[src/rtl/one_two_demux.sv]
// One-to-two stream demultiplexer with a small FIFO per output channel.
// Define ONE_TWO_DEMUX_ALTERNATE_EN to steer beats round-robin instead of by in_sel.
module one_two_demux #(
  parameter int WIDTH = 8,
  parameter int DEPTH = 2
) (
  input  logic                       clk,
  input  logic                       rst_n,
  input  logic [WIDTH-1:0]           in_data,
  input  logic                       in_sel,
  input  logic                       in_valid,
  output logic                       in_ready,
  output logic [WIDTH-1:0]           out0_data,
  output logic                       out0_valid,
  input  logic                       out0_ready,
  output logic [WIDTH-1:0]           out1_data,
  output logic                       out1_valid,
  input  logic                       out1_ready,
  output logic [$clog2(DEPTH+1)-1:0] out0_level,
  output logic [$clog2(DEPTH+1)-1:0] out1_level
);

  localparam int PW = (DEPTH > 1) ? $clog2(DEPTH) : 1;
  localparam int LW = $clog2(DEPTH+1);

  logic [WIDTH-1:0] mem_q [2][DEPTH];
  logic [PW-1:0]    wptr_q [2];
  logic [PW-1:0]    wptr_d [2];
  logic [PW-1:0]    rptr_q [2];
  logic [PW-1:0]    rptr_d [2];
  logic [LW-1:0]    lvl_q  [2];
  logic [LW-1:0]    lvl_d  [2];
  logic [1:0]       full;
  logic [1:0]       push;
  logic [1:0]       pop;
  logic [1:0]       rdy;
  logic             tgt;

`ifdef ONE_TWO_DEMUX_ALTERNATE_EN
  logic tog_q;
  logic tog_d;

  assign tgt   = tog_q;
  assign tog_d = tog_q ^ (in_valid & in_ready);

  always_ff @(posedge clk or negedge rst_n) begin
    if (!rst_n) tog_q <= 1'b0;
    else        tog_q <= tog_d;
  end
`else
  assign tgt = in_sel;
`endif

  assign rdy     = {out1_ready, out0_ready};
  assign full[0] = (lvl_q[0] == LW'(DEPTH));
  assign full[1] = (lvl_q[1] == LW'(DEPTH));

  // A full target refuses even if it is being popped this cycle.
  assign in_ready = !full[tgt];

  assign push[0] = in_valid & in_ready & !tgt;
  assign push[1] = in_valid & in_ready & tgt;
  assign pop[0]  = (lvl_q[0] != '0) & rdy[0];
  assign pop[1]  = (lvl_q[1] != '0) & rdy[1];

  always_comb begin
    for (int c = 0; c < 2; c++) begin
      wptr_d[c] = wptr_q[c];
      rptr_d[c] = rptr_q[c];
      lvl_d[c]  = lvl_q[c];
      if (push[c]) wptr_d[c] = wptr_q[c] + PW'(1);
      if (pop[c])  rptr_d[c] = rptr_q[c] + PW'(1);
      unique case ({push[c], pop[c]})
        2'b10:   lvl_d[c] = lvl_q[c] + LW'(1);
        2'b01:   lvl_d[c] = lvl_q[c] - LW'(1);
        default: lvl_d[c] = lvl_q[c];
      endcase
    end
  end

  always_ff @(posedge clk or negedge rst_n) begin
    if (!rst_n) begin
      for (int c = 0; c < 2; c++) begin
        wptr_q[c] <= '0;
        rptr_q[c] <= '0;
        lvl_q[c]  <= '0;
      end
    end else begin
      for (int c = 0; c < 2; c++) begin
        wptr_q[c] <= wptr_d[c];
        rptr_q[c] <= rptr_d[c];
        lvl_q[c]  <= lvl_d[c];
      end
    end
  end

  // Payload storage needs no reset; validity comes from the level.
  always_ff @(posedge clk) begin
    for (int c = 0; c < 2; c++) begin
      if (push[c]) mem_q[c][wptr_q[c]] <= in_data;
    end
  end

  assign out0_data  = mem_q[0][rptr_q[0]];
  assign out1_data  = mem_q[1][rptr_q[1]];
  assign out0_valid = (lvl_q[0] != '0);
  assign out1_valid = (lvl_q[1] != '0);
  assign out0_level = lvl_q[0];
  assign out1_level = lvl_q[1];

endmodule

[config.mk]
export PLATFORM = sky130hd
export DESIGN_NAME = one_two_demux
export DESIGN_NICKNAME = d
export VERILOG_FILES = /design/src/rtl/one_two_demux.sv
export SDC_FILE = /design/constraint.sdc
export NUM_CORES = 1
export LEC_CHECK = 0
export ABC_AREA = 1
export CELL_PAD_IN_SITES_DETAIL_PLACEMENT = 2
export CELL_PAD_IN_SITES_GLOBAL_PLACEMENT = 2
export CORE_MARGIN = 4
export CORE_UTILIZATION = 32
export DETAILED_ROUTE_END_ITERATION = 6
export GPL_ROUTABILITY_DRIVEN = 0
export GPL_TIMING_DRIVEN = 0
export PLACE_DENSITY = 0.78
export SYNTH_ARGS = -nofsm -noshare
export SYNTH_HDL_FRONTEND = slang
export SYNTH_SLANG_ARGS = --single-unit
[constraint.sdc]
create_clock -name clk -period 1.9 [get_ports clk]
set_input_delay 0.38 -clock clk [delete_from_list [all_inputs] [get_ports clk]]
set_output_delay 0.38 -clock clk [all_outputs]
set_load 0.005 [all_outputs]
==> results.txt <==
Clock share of power = 17.1%
Worst-margin pin slew = 704 ps
Pin count of the biggest net entering global routing = 12
Minimum clock period = 1800 ps
Clk buf depth = 2
Skew-Pair Late Insertion Delay = 290 ps
Post-synth net total = 148
R2R depth = 8
Fin crit share = 94.8%
CTS tree = built
Die width = 78.9 microns
Average routed wire per standard cell = 15.5 microns
IO Pins = 37
Vias in the first global route = 1313
CP endpoint = out0_data[1]
Synth top area cells = edfxtp_1, nand2_1, dfrtp_1
Maximum VDD drop = 0.000611 V
Top cell type's share of synthesized area = 59.8%
Area growth from synthesis to layout = 37.0%
Share of cells above drive strength 1 = 14.1%
ANT cells = 0
Sequential power share = 40.3%
Count leader, synth = nand2_1
Slew Limit Fails = 0
WL final = 3.91 mm
Congestion Overflow GR = 0
Yosys reg bits = 40
Max Clk Rate = 555 MHz
First-pass GRT wire length = 6.63 mm
Final hold viol count = 0
Final hold slack = 383 ps
Critical R2R Capture = out1_level[1]$_DFFE_PN0P_
Drc violations = 0
Pint = 0.00204 W
Final count of negative-setup-slack endpoints = 0
Worst setup startpoint = rptr_q[1]$_DFFE_PN0P_
Clock Pin Slew Worst Setup and Hold Paths = 70 ps
Final #Nets = 200
Mapped Avg Cell Area = 12.2 sq um
Comb pwr share = 42.6%
Register area share after synthesis = 72.2%
Setup tns final = 0 ps
Vias = 1107
Slew headroom = 52.9%
Leakage = 0.956 nW
Maxcap violations = 0
Sink Count = 40
Tightest Hold Check Type = primary input to async pin
Core ar. = 0.00479 sq mm
Mapped Cells = 132
TritonCTS Buffers = 5
Switch share = 33.7%
Dominant synthesized flop cell = edfxtp_1
WP data required = 1520 ps
Initial detailed-routing violation count = 112
Status = finished, final reports clean
RSZ-0062 raised after global routing = no
Setup slack, reg-to-reg = 280 ps
Critical R2R Launch = out1_level[1]$_DFFE_PN0P_
Pwr dens = 1390 mW/mm^2
CP Launch Type = flop
Synthesized area = 0.00161 sq mm
Worst Path Max Fanout = 5
Chip Height = 78.9 microns
Yosys warns = 0
First-pass detailed-route iteration total = 3
Total GRT Usage = 14.3%
Crit end category = output pin
Hold Buf Count CTS = 0
Post-DR vias/cell = 4.39
Remaining antenna violation count = 0
Clock root cell = clkbuf_8
Skew final = 4.60 ps
Synth top cells by count = nand2_1, edfxtp_1, inv_1
Die ar. = 0.00622 sq mm
Filler cells = 524
Final HPWL from detailed placement = 2.92 mm
Post-synth EDFFs = 32
Unique masters post-synth = 16
Initial Util = 33.6%
Switching power = 0.00104 W
Yosys top cell by area = edfxtp_1
Antenna violations before repair = 0
FFs w/ async S/R, synth = 20.0%
FP Rows = 25
CP Data Arrival Time = 1420 ps
CTS H-tree depth = 2
I/O Buffers = 36
Setup CP Type = flop to output pin
==> registers in the layout, summed over array words and instances (netlist names) <==
name / cells
out1_level: 2
mem_q: 32
wptr_q: 2
rptr_q: 2
out0_level: 2
==> layout by cell type (no fill, tap or decap) <==
| cell type | count |
|---|---|
| clkdlybuf4s50_1 | 18 |
| ha_1 | 2 |
| nor2_1 | 3 |
| o21ai_0 | 2 |
| inv_4 | 1 |
| clkinv_1 | 1 |
| clkinvlp_4 | 1 |
| nand4_4 | 1 |
| clkbuf_1 | 2 |
| edfxtp_1 | 32 |
| a21oi_1 | 2 |
| o21ai_1 | 1 |
| inv_2 | 3 |
| nand2_2 | 1 |
| buf_6 | 2 |
| buf_4 | 6 |
| dlygate4sd2_1 | 16 |
| nand3_2 | 1 |
| nand3_4 | 1 |
| xnor2_1 | 2 |
| xor2_1 | 5 |
| dlymetal6s2s_1 | 2 |
| buf_2 | 2 |
| dfrtp_2 | 1 |
| inv_8 | 1 |
| dfrtp_1 | 7 |
| nand2_1 | 55 |
| inv_1 | 9 |
| clkbuf_8 | 5 |
==> area by class of cell <==
type	count	area (sq um)	share of cell area, %
buffer	2	22.5	1.02
clock buffer	7	76.3	3.46
clock inverter	1	3.75	0.170
inverter	14	62.6	2.84
multi-input combinational	76	384	17.4
sequential	40	1160	52.8
tap	67	83.8	3.80
timing repair buffer	44	400	18.2
timing repair inverter	1	7.51	0.341
==> per-stage QoR <==
stage | cells | instance area, sq um | util (%) | total power (W) | worst slack, ps
finish | 252 | 2200 | 46.0 | 0.00307 | 99.3
CTS | 251 | 2190 | 45.8 | 0.00311 | -42.2
global route | 252 | 2200 | 46.0 | 0.00331 | 15.3
detailed placement | 235 | 2050 | 42.9 | 0.00251 | -255
global placement | 235 | 2050 | 42.9 | 0.00240 | -154
floorplan | 132 | 1610 | - | 0.00180 | 415
==> power by group through the flow <==
| stage | clock network [W] | registers [W] | logic, W |
|---|---|---|---|
| 5_1_grt | 0.000581 | 0.00126 | 0.00147 |
| 3_5_place_dp | 0 | 0.00126 | 0.00125 |
| 3_3_place_gp | 0 | 0.00124 | 0.00117 |
| 6_report | 0.000524 | 0.00124 | 0.00131 |
| 2_1_floorplan | 0 | 0.00123 | 0.000569 |
| 4_1_cts | 0.000537 | 0.00125 | 0.00133 |
==> worst max-delay path, stage by stage, from the launching register on <==
cell	delay, ps
dfrtp_1	390
buf_6	150
clkinvlp_4	90
buf_4	150
nand2_1	50
nand2_1	40
dlygate4sd2_1	250
==> layer usage <==
| metal | track usage (%) | up-vias | part of all wire (%) |
|---|---|---|---|
| met5 | 0 | - | 0 |
| met4 | 5.50 | 0 | 1.4 |
| met3 | 3.97 | 5 | 4.5 |
| met2 | 27.8 | 34 | 55 |
| met1 | 14.3 | 537 | 39 |
| li1 | - | 531 | - |
==> cells by family after synthesis <==
logic type / after synthesis / synth area share, %
adder cells (fa/ha/maj): 2 / 1.56
XOR/XNOR: 7 / 3.81
AO/OA/AOI/OAI: 5 / 1.56
AND/OR/NAND/NOR: 62 / 17.0
flip-flops: 40 / 72.2
buffers and inverters: 16 / 3.89
==> how the worst min path moves through the flow <==
stage / startpoint / endpoint / slack [ps] / cells past startpoint
3_5_place_dp: wptr_q[1]$_DFFE_PN0P_ / wptr_q[1]$_DFFE_PN0P_ / 480 / 2
4_1_cts: rst_n / out0_level[1]$_DFFE_PN0P_ / 390 / 1
3_3_place_gp: wptr_q[1]$_DFFE_PN0P_ / wptr_q[1]$_DFFE_PN0P_ / 460 / 2
2_1_floorplan: rst_n / out0_level[0]$_DFFE_PN0P_ / 80 / 0
6_report: rst_n / wptr_q[1]$_DFFE_PN0P_ / 380 / 1
5_1_grt: rst_n / wptr_q[1]$_DFFE_PN0P_ / 410 / 1
==> repair_timing <==
item | 4_1_cts | 5_1_grt
endpoints found under the setup margin | 17 | 2
endpoints found under the hold margin | 0 | 0
pin swaps | 0 | 1
gates cloned | 3 | 0
setup buffers | 5 | 1
gates resized for setup | 25 | 3
Power figures use the tool's default switching activity.
